==> config.mk <==
export PLATFORM = sky130hd
export DESIGN_NAME = icache_assoc
export DESIGN_NICKNAME = d
export VERILOG_FILES = /design/src/rtl/icache_assoc.sv
export SDC_FILE = /design/constraint.sdc
export NUM_CORES = 2
export LEC_CHECK = 0
export CORE_UTILIZATION = 60
export CTS_BUF_LIST = sky130_fd_sc_hd__clkbuf_8 sky130_fd_sc_hd__clkbuf_16
export CTS_CLUSTER_DIAMETER = 80
export DETAILED_ROUTE_END_ITERATION = 10
export PLACE_DENSITY_LB_ADDON = 0.3
export SYNTH_ARGS = -nofsm -noshare
export SYNTH_HDL_FRONTEND = slang
export SYNTH_SLANG_ARGS = --single-unit
==> constraint.sdc <==
create_clock -name CLK -period 12.32 [get_ports CLK]
set_clock_uncertainty 0.15 [all_clocks]
set_input_delay 3.08 -clock CLK [delete_from_list [all_inputs] [get_ports CLK]]
set_output_delay 3.08 -clock CLK [all_outputs]
set_load 0.05 [all_outputs]
==> src/rtl/icache_assoc.sv <==
// icache_assoc: set-associative instruction cache with multi-word blocks, LRU replacement, flush and hit/miss counters.
// Latency: a hit returns its word combinationally; a miss hits WORDS+1 cycles after the request with a zero-wait memory.
// Backpressure: iwait stalls the refill word by word; dropping imemREN or raising iflush aborts a refill.
module icache_assoc #(
    parameter int SETS  = 8,
    parameter int WAYS  = 2,
    parameter int WORDS = 2,
    parameter int CNT_W = 32
) (
    input  logic             CLK,
    input  logic             nRST,
    input  logic             imemREN,
    input  logic [31:0]      imemaddr,
    output logic             ihit,
    output logic [31:0]      imemload,
    input  logic             iflush,
    output logic             iREN,
    output logic [31:0]      iaddr,
    input  logic             iwait,
    input  logic [31:0]      iload,
    output logic [CNT_W-1:0] hit_count,
    output logic [CNT_W-1:0] miss_count
);

    localparam int OFF_W  = $clog2(WORDS);
    localparam int IDX_W  = $clog2(SETS);
    localparam int TAG_W  = 30 - OFF_W - IDX_W;
    localparam int OFF_WS = (OFF_W > 0) ? OFF_W : 1;
    localparam int WAY_W  = (WAYS > 1) ? $clog2(WAYS) : 1;
    // Pairwise recency matrix: bit [i*WAYS+j] (i<j) set means way i is newer than way j.
    // All-zero is a consistent order (higher way number newer), so reset needs no seeding.
    localparam int LRU_W  = WAYS * WAYS;

    typedef enum logic {
        ST_CHECK = 1'b0,
        ST_FILL  = 1'b1
    } state_t;

    state_t             r_state;
    state_t             w_next;

    logic [WAYS-1:0]    r_valid [SETS];
    logic [LRU_W-1:0]   r_lru   [SETS];
    logic [TAG_W-1:0]   r_tag   [SETS][WAYS];
    logic [31:0]        r_data  [SETS][WAYS][WORDS];
    logic [31:0]        r_buf   [WORDS];
    logic [31:0]        r_base;
    logic [WAY_W-1:0]   r_victim;
    logic [OFF_WS-1:0]  r_cnt;
    logic [CNT_W-1:0]   r_hit_cnt;
    logic [CNT_W-1:0]   r_miss_cnt;

    logic [31:0]        w_waddr;
    logic [OFF_WS-1:0]  w_off;
    logic [IDX_W-1:0]   w_idx;
    logic [TAG_W-1:0]   w_tag;
    logic [IDX_W-1:0]   w_fidx;
    logic [TAG_W-1:0]   w_ftag;
    logic               w_hit_any;
    logic [WAY_W-1:0]   w_hit_way;
    logic [31:0]        w_hit_word;
    logic [WAY_W-1:0]   w_lru_way;
    logic [WAY_W-1:0]   w_victim;
    logic               w_lookup;
    logic               w_hit;
    logic               w_miss;
    logic               w_accept;
    logic               w_last;
    logic               w_done;

    // Mark way t as the most recently used one in a set's recency matrix.
    function automatic logic [LRU_W-1:0] f_touch(input logic [LRU_W-1:0] m, input logic [WAY_W-1:0] t);
        logic [LRU_W-1:0] r;
        r = m;
        for (int i = 0; i < WAYS; i++) begin
            for (int j = i + 1; j < WAYS; j++) begin
                if (WAY_W'(i) == t) begin
                    r[i*WAYS+j] = 1'b1;
                end else if (WAY_W'(j) == t) begin
                    r[i*WAYS+j] = 1'b0;
                end
            end
        end
        return r;
    endfunction

    // True when way i was used more recently than way j.
    function automatic logic f_newer(input logic [LRU_W-1:0] m, input int i, input int j);
        if (i < j) begin
            return m[i*WAYS+j];
        end
        return !m[j*WAYS+i];
    endfunction

    assign w_waddr = imemaddr >> 2;
    assign w_off   = OFF_WS'(w_waddr & 32'(WORDS - 1));
    assign w_idx   = IDX_W'(w_waddr >> OFF_W);
    assign w_tag   = TAG_W'(w_waddr >> (OFF_W + IDX_W));
    assign w_fidx  = IDX_W'(r_base >> (OFF_W + 2));
    assign w_ftag  = TAG_W'(r_base >> (OFF_W + IDX_W + 2));

    assign w_lookup = (r_state == ST_CHECK) && imemREN && !iflush;
    assign w_hit    = w_lookup && w_hit_any;
    assign w_miss   = w_lookup && !w_hit_any;
    assign w_accept = (r_state == ST_FILL) && imemREN && !iflush && !iwait;
    assign w_last   = (32'(r_cnt) == 32'(WORDS - 1));
    assign w_done   = w_accept && w_last;

    assign hit_count  = r_hit_cnt;
    assign miss_count = r_miss_cnt;

    // Tag compare across all ways of the addressed set.
    always_comb begin
        w_hit_any  = 1'b0;
        w_hit_way  = '0;
        w_hit_word = '0;
        for (int w = 0; w < WAYS; w++) begin
            if (r_valid[w_idx][w] && (r_tag[w_idx][w] == w_tag)) begin
                w_hit_any  = 1'b1;
                w_hit_way  = WAY_W'(w);
                w_hit_word = r_data[w_idx][w][w_off];
            end
        end
    end

    // Victim choice: lowest invalid way first, otherwise the least recently used way.
    always_comb begin
        logic v_is_lru;
        logic v_inv_found;
        w_lru_way   = '0;
        w_victim    = '0;
        v_is_lru    = 1'b0;
        v_inv_found = 1'b0;
        for (int v = 0; v < WAYS; v++) begin
            v_is_lru = 1'b1;
            for (int j = 0; j < WAYS; j++) begin
                if ((j != v) && !f_newer(r_lru[w_idx], j, v)) begin
                    v_is_lru = 1'b0;
                end
            end
            if (v_is_lru) begin
                w_lru_way = WAY_W'(v);
            end
        end
        w_victim = w_lru_way;
        for (int w = 0; w < WAYS; w++) begin
            if (!v_inv_found && !r_valid[w_idx][w]) begin
                w_victim    = WAY_W'(w);
                v_inv_found = 1'b1;
            end
        end
    end

    // FSM state register.
    always_ff @(posedge CLK or negedge nRST) begin
        if (!nRST) begin
            r_state <= ST_CHECK;
        end else begin
            r_state <= w_next;
        end
    end

    // FSM next state and fetch/memory outputs.
    always_comb begin
        w_next   = r_state;
        ihit     = 1'b0;
        imemload = '0;
        iREN     = 1'b0;
        iaddr    = '0;
        case (r_state)
            ST_CHECK: begin
                if (w_hit) begin
                    ihit     = 1'b1;
                    imemload = w_hit_word;
                end else if (w_miss) begin
                    w_next = ST_FILL;
                end
            end
            ST_FILL: begin
                if (iflush || !imemREN) begin
                    w_next = ST_CHECK;
                end else begin
                    iREN  = 1'b1;
                    iaddr = r_base + (32'(r_cnt) << 2);
                    if (!iwait && w_last) begin
                        w_next = ST_CHECK;
                    end
                end
            end
            default: w_next = ST_CHECK;
        endcase
    end

    // Valid/LRU bookkeeping, refill control registers and performance counters.
    always_ff @(posedge CLK or negedge nRST) begin
        if (!nRST) begin
            for (int s = 0; s < SETS; s++) begin
                r_valid[s] <= '0;
                r_lru[s]   <= '0;
            end
            r_base     <= '0;
            r_victim   <= '0;
            r_cnt      <= '0;
            r_hit_cnt  <= '0;
            r_miss_cnt <= '0;
        end else if (iflush) begin
            for (int s = 0; s < SETS; s++) begin
                r_valid[s] <= '0;
                r_lru[s]   <= '0;
            end
            r_cnt <= '0;
        end else begin
            if (w_hit) begin
                r_lru[w_idx] <= f_touch(r_lru[w_idx], w_hit_way);
                r_hit_cnt    <= r_hit_cnt + 1'b1;
            end
            if (w_miss) begin
                r_base   <= imemaddr & ~32'(WORDS * 4 - 1);
                r_victim <= w_victim;
                r_cnt    <= '0;
            end
            if (w_accept) begin
                r_cnt <= w_last ? '0 : r_cnt + 1'b1;
            end
            if (w_done) begin
                r_valid[w_fidx][r_victim] <= 1'b1;
                r_lru[w_fidx]             <= f_touch(r_lru[w_fidx], r_victim);
                r_miss_cnt                <= r_miss_cnt + 1'b1;
            end
        end
    end

    // Refill words collect in a side buffer so an aborted fill never disturbs the victim line.
    always_ff @(posedge CLK) begin
        if (w_accept) begin
            r_buf[r_cnt] <= iload;
        end
        if (w_done) begin
            r_tag[w_fidx][r_victim] <= w_ftag;
            for (int k = 0; k < WORDS; k++) begin
                r_data[w_fidx][r_victim][k] <= (OFF_WS'(k) == r_cnt) ? iload : r_buf[k];
            end
        end
    end

endmodule

# Yosys cells after proc, flatten, opt, wreduce, memory -nomap -nowiden
# Memories as Yosys holds them, arrays and structs flattened.
# Cells that the tools add are included.
[word_totals]
reg_bits = 144
latch_bits = 0
ram_bits = 1504
romBits = 0
inputBits = 69
output_inout_bits = 130
word_cells = 406
n_memories = 3
[memory_table]
columns = ["memory", "words", "word_bits", "rd", "rd_ports_with_merged_regs", "write_ports", "line_no", "source"]
rows = [
  ["r_data", 8, 128, 1, 0, 1, "45", "logic [31:0] r_data [SETS][WAYS][WORDS];"],
  ["r_tag", 8, 52, 1, 0, 1, "44", "logic [TAG_W-1:0] r_tag [SETS][WAYS];"],
  ["r_buf", 2, 32, 2, 0, 1, "46", "logic [31:0] r_buf [WORDS];"],
]
[classes]
addsub = 4
n_mul = 0
n_div = 0
order_cmp = 9
eq_ne = 2
shift = 0
mux = 204
bitwise = 135
reduce_logical = 27
[op_table]
columns = ["cell", "count"]
rows = [
  ["32-bit 2-to-1 mux", 19],
  ["128-bit 2-to-1 mux", 2],
  ["1-bit 2-to-1 mux", 156],
  ["64-bit demux with 1-bit select", 2],
  ["1-bit bitwise OR", 128],
  ["32-bit by 1-bit adder with 32-bit output, second input constant", 2],
  ["32-bit bitwise mux", 2],
  ["64-bit 2-to-1 mux", 1],
  ["26-bit == test", 2],
  ["52-bit 2-to-1 mux", 1],
  ["32-bit by 3-bit adder with 32-bit output", 1],
  ["16-bit 2-to-1 mux", 2],
  ["26-bit demux with 1-bit select", 1],
  ["26-bit 2-to-1 mux", 1],
  ["4-bit binary-select mux with 3-bit select", 2],
  ["4-bit demux with 3-bit select", 2],
  ["4-bit 2-to-1 mux", 6],
  ["1-bit logical AND", 16],
  ["16-bit bitwise OR", 1],
  ["4-bit greater-or-equal comparator, second input constant", 2],
  ["4-bit by 1-bit < comparator with 1-bit output, second input constant", 2],
  ["3-bit inverter with 4-bit output", 2],
  ["2-bit binary-select mux with 3-bit select", 1],
  ["2-bit demux with 3-bit select", 1],
  ["15 further kinds", 26],
]

# Depth between registers and ports, before layout
[logic_depth]
word_depth = 16
mapped_depth = 16
ltp_nobuf = 11

# Worst setup path before layout
# Ideal clock, no wire load.
[synth_path]
path_type = "input-to-reg"
startpoint = "in iflush"
endpoint = "mem r_data[1][100] (netlist bit) (enable)"
setup_time_ps = 765
t_arrival_ps = 13064
required_ps = 11405
slack_ps = -1658
cell_stages = 7
n_path_buf = 1
cell_sequence = "clkbuf_1 nand3b_1 inv_1 nand2b_1 clkinv_1 nand2_1 nor4_1"
[synth_via]
elab_chain_len = 7
word_cells_on_any_way = 8
classes_between = "3 x mux; 1 x bitwise; 4 x reduce/logical"
[synth_rtl]
columns = ["element", "line_no", "source"]
rows = [
  ["start: declaration", "16", "input logic iflush,"],
  ["1-bit logical NOT *", "105", "assign w_accept = (r_state == ST_FILL) && imemREN && !iflush && !iwait;"],
  ["1-bit logical AND * (2 in a row)", "105", ""],
  ["1-bit logical AND *", "107", "assign w_done = w_accept && w_last;"],
  ["via w_done", "69", "logic w_done;"],
  ["1-bit 2-to-1 mux *", "238", "if (w_done) begin"],
  ["128-bit 2-to-1 mux", "241", "r_data[w_fidx][r_victim][k] <= (OFF_WS'(k) == r_cnt) ? iload : r_buf[k];"],
  ["1-bit bitwise OR (no source line) *", "n/a", ""],
  ["end: declaration", "45", ""],
]
# Mark *: on every way through the listed nets, which the timed path passes. The rest lies on a longest branch.

# Worst setup path after layout
[layout_path]
startpoint = "in imemaddr[4]"
endpoint = "out imemload[7]"
[layout_via]
elab_chain_len = 10
word_cells_on_any_way = 23
classes_between = "2 x eq/ne; 15 x mux; 1 x bitwise; 3 x reduce/logical; 2 x memory"
[layout_rtl]
columns = ["element", "line_no", "source"]
rows = [
  ["start: declaration", "13", "input logic [31:0] imemaddr,"],
  ["parallel branches: the longest is 8 deep, another holds memory 8 x 52 bit", "n/a", ""],
  ["32-bit 2-to-1 mux *", "172", "if (w_hit) begin"],
  ["32-bit 2-to-1 mux *", "170", "case (r_state)"],
  ["end: declaration", "15", "output logic [31:0] imemload,"],
]
# Mark *: on every way between the ends. The select of a mux whose other input is x is not followed.

==> run metrics <==
outcome finished clean; insertion delay of the later-clocked pin in the worst-skew pair 790 ps; CTS H-tree lvls 4; Total Routing Usage GR 0.323; Cell Int Power 9010 uW; number of distinct library cells after synthesis 79; worst r2r dst r_data[5][33]$_DFFE_PP_; Final Slew Violations 0; clock input transition at the sequential cells of the worst setup and hold paths 60 ps; hold crit path type flip-flop to flip-flop; num rows 120; static leakage 0.0249 uW; count of flip-flops with a built-in enable after synthesis 1504; total count of hold-check failures in the final report 0; Placed Cells incl. Taps 5354; number of max-cap violations 0; number of buffers inserted during clock tree synthesis 157; part of the Yosys area used for sequential elements 0.741; Final Critical Period 11250 ps; die outline area ~110000 um2; signed area change from the synthesized netlist to the final layout 14.1%; switching power 2560 uW; commonest cells after routing, fill and taps aside sky130_fd_sc_hd__edfxtp_1, sky130_fd_sc_hd__mux2i_1, sky130_fd_sc_hd__mux2_2, sky130_fd_sc_hd__nor2_1, sky130_fd_sc_hd__o22ai_1; number of design rule violations left after detail routing 0; Area after DPL 69100 um2; global-route wire length before repair 254 mm; width of the die 331 um; Antenna Violating Nets Remaining 0; buffer count from post-CTS setup fixing 0; setup slack of the critical path after layout between 1000 and 1500 ps; RSZ-0062 raised after global routing no; measured slew at the worst slew-check pin 1380 ps; 1st-iter DRT viols 5045; leftover overflow at the end of global routing 0; Syn Area/Cell approximately 17 um2; most frequent standard cell in the layout excluding fill and tap cells sky130_fd_sc_hd__edfxtp_1; antenna violations before repair 4; Crit. Startpoint imemaddr[4]; first-pass iteration count of the detailed router 8; worst hold margin 328 ps; PwrDens 156 nW/um2; Final Net Count 4181; cts repair resizes 0; DR vias 38700; Setup crit end kind output pin; post-DP HPWL 95.0 mm; share of synthesized flip-flops with an asynchronous set or reset 0.0739; Routed Wire Length roughly 180 mm; post-route fraction of the period consumed by the critical path 0.913; GPL Wtd Cong 0.838; TritonCTS clock tree built; Hold-fix buffers, CTS 0; core outline area approximately 110000 um2; pin count of the biggest net entering global routing 112; data arrival time of the worst path 8020 ps; Ys Warns 0; endpoint of the worst setup timing path imemload[7]; number of register bits inferred by synthesis 1624; Setup WS pre-CTS 1130 ps; CTS Root Cell sky130_fd_sc_hd__clkbuf_16; number of global-route vias before repair approximately 38000; Clock Tree Buf Depth 3; total I/O pin count 199; Max-slew headroom 0.0801; post-layout instance count excluding filler cells 5642; starting utilization of the core area 0.606; routed length per placed instance about 31 um; Die Y-Extent 331 um; r2r setup slk 7390 ps; critical path start-end classification primary input to output pin; Mapped Area between 60000 and 70000 um2; Worst R2R Path Depth 10; Fmax 88.9 MHz; fraction of power consumed by the clock network 0.410; clock net sink count between 1500 and 2000; Peak VDD IR 0.109 mV; number of failing setup endpoints in the final timing report 0; peak fanout along the critical path 57; Port Buffers 194; Combinational Power Share 0.052; post-detailed-route via-to-cell ratio roughly 6.9; end-of-flow core utilization 0.691; Critical Path Source Type primary input; fraction of final layout cells sized beyond drive strength 1 0.172; most used flip-flop cell after synthesis sky130_fd_sc_hd__edfxtp_1; synthesized instance count 3873; Sw Ratio 0.221; post-route standard cell area excluding fillers 74100 um2; CP Data Required Time 9090 ps; sequential fraction of design power 0.538; RR Startpoint r_state$_DFF_PN0_
[per-layer routing]
metal / share of wire / routed length, um / up-vias / GRT usage
li1: - / - / 15900 / -
met1: 0.37 / 65300 / 19600 / 0.442
met2: 0.48 / 85400 / 2698 / 0.516
met3: 0.11 / 19200 / 485 / 0.0581
met4: 0.042 / 7540 / 2 / 0.138
met5: 0.000079 / 14 / - / 0
[cell families after synthesis]
group / synth area share
and+or+nand+nor: 0.0441
buffers and inverters: 0.0181
xor gates and xnor gates: 0.0123
other: 0.0000577
AOI/OAI and AO/OA: 0.0710
DFF: 0.741
adders and majority gates: 0.000385
muxes: 0.113
[per-stage QoR]
step / power, uW / setup TNS (ps)
floorplan: 6670 / -297070
global placement: 6910 / 0
detailed placement: 6930 / 0
CTS: 11600 / 0
global route: 11800 / 0
finish: 11600 / 0
[synth_stat cells, types with 5 or more instances]
| cell | n | area (um2) |
|---|---|---|
| sky130_fd_sc_hd__edfxtp_1 | 1504 | 45200 |
| sky130_fd_sc_hd__mux2i_1 | 305 | 3050 |
| sky130_fd_sc_hd__mux2_2 | 234 | 2640 |
| sky130_fd_sc_hd__nor2_1 | 218 | 818 |
| sky130_fd_sc_hd__o22ai_1 | 207 | 1290 |
| sky130_fd_sc_hd__a21oi_1 | 121 | 606 |
| sky130_fd_sc_hd__dfrtp_1 | 120 | 3000 |
| sky130_fd_sc_hd__clkbuf_1 | 119 | 447 |
| sky130_fd_sc_hd__nand2_1 | 91 | 342 |
| sky130_fd_sc_hd__mux4_2 | 70 | 1580 |
| sky130_fd_sc_hd__nor3_1 | 67 | 335 |
| sky130_fd_sc_hd__o21ai_0 | 65 | 325 |
| sky130_fd_sc_hd__buf_2 | 56 | 280 |
| sky130_fd_sc_hd__a211oi_1 | 54 | 405 |
| sky130_fd_sc_hd__o221ai_1 | 50 | 438 |
| sky130_fd_sc_hd__xnor2_1 | 50 | 438 |
| sky130_fd_sc_hd__buf_1 | 47 | 176 |
| sky130_fd_sc_hd__inv_1 | 43 | 161 |
| sky130_fd_sc_hd__and2_1 | 42 | 263 |
| sky130_fd_sc_hd__xor2_1 | 41 | 359 |
| sky130_fd_sc_hd__nand3_1 | 31 | 155 |
| sky130_fd_sc_hd__a221oi_1 | 29 | 254 |
| sky130_fd_sc_hd__nor4_1 | 29 | 181 |
| sky130_fd_sc_hd__a22oi_1 | 25 | 188 |
| sky130_fd_sc_hd__nand4_1 | 22 | 138 |
| sky130_fd_sc_hd__and3_1 | 18 | 113 |
| sky130_fd_sc_hd__a2111oi_0 | 16 | 140 |
| sky130_fd_sc_hd__nor2b_1 | 15 | 93.8 |
| sky130_fd_sc_hd__o21a_1 | 12 | 90.1 |
| sky130_fd_sc_hd__nand2b_1 | 11 | 68.8 |
| sky130_fd_sc_hd__a221o_1 | 10 | 100 |
| sky130_fd_sc_hd__a31oi_1 | 9 | 56.3 |
| sky130_fd_sc_hd__o211ai_1 | 9 | 67.6 |
| sky130_fd_sc_hd__buf_4 | 8 | 60.1 |
| sky130_fd_sc_hd__o22a_1 | 8 | 70.1 |
| sky130_fd_sc_hd__nor3b_1 | 6 | 45.0 |
| sky130_fd_sc_hd__a21o_1 | 5 | 37.5 |
| sky130_fd_sc_hd__and3b_1 | 5 | 43.8 |
| sky130_fd_sc_hd__mux2_1 | 5 | 56.3 |
| sky130_fd_sc_hd__nor3_2 | 5 | 50.1 |
| sky130_fd_sc_hd__o2111ai_1 | 5 | 43.8 |
| sky130_fd_sc_hd__o311a_1 | 5 | 50.1 |
| sky130_fd_sc_hd__o32ai_1 | 5 | 43.8 |
[critical path, cell delays in order]
cell,delay (ps)
sky130_fd_sc_hd__buf_8,390
sky130_fd_sc_hd__nor2b_2,920
sky130_fd_sc_hd__a221oi_1,250
sky130_fd_sc_hd__xor2_1,260
sky130_fd_sc_hd__or4_1,540
sky130_fd_sc_hd__or3_1,650
sky130_fd_sc_hd__nor2_4,610
sky130_fd_sc_hd__buf_4,340
sky130_fd_sc_hd__nor2_1,90
sky130_fd_sc_hd__a211oi_1,610
sky130_fd_sc_hd__buf_12,220
[power by group through the flow]
stage	Clock (uW)	Sequential (uW)	Combinational (uW)
2_1_floorplan	0	6290	374
3_3_place_gp	0	6330	578
3_5_place_dp	0	6330	592
4_1_cts	4750	6220	597
5_1_grt	4960	6230	636
6_report	4740	6220	606
[state kept, by name, summed over array words and instances, names as in the netlist]
register and count:
hit_count 32, miss_count 32, r_base 29, r_buf 64, r_cnt 1, r_data 1024
r_lru 8, r_state 1, r_tag 416, r_valid 16, r_victim 1
[final cells by class]
type	instances	area (um2)
flip-flops and latches	1624	48200
fillers	6724	33100
multi-input cells	1972	15800
clock buffers	163	4050
repair buffers	311	3200
well taps	1403	1760
clock inverters	123	1000
inverters	44	168
diodes	2	5.00
[worst min-delay path by stage]
stage / startpoint / end / slack (ps) / depth (start not counted)
3_5_place_dp: hit_count[31]$_DFFE_PN0P_ / hit_count[31]$_DFFE_PN0P_ / 310 / 1
6_report: miss_count[31]$_DFFE_PN0P_ / miss_count[31]$_DFFE_PN0P_ / 330 / 1
2_1_floorplan: r_valid[0]$_DFFE_PN0P_ / r_valid[0]$_DFFE_PN0P_ / 300 / 1
4_1_cts: miss_count[31]$_DFFE_PN0P_ / miss_count[31]$_DFFE_PN0P_ / 320 / 1
3_3_place_gp: miss_count[31]$_DFFE_PN0P_ / miss_count[31]$_DFFE_PN0P_ / 310 / 1
5_1_grt: miss_count[31]$_DFFE_PN0P_ / miss_count[31]$_DFFE_PN0P_ / 350 / 1
Note: power is estimated with default switching activity, not from simulation.
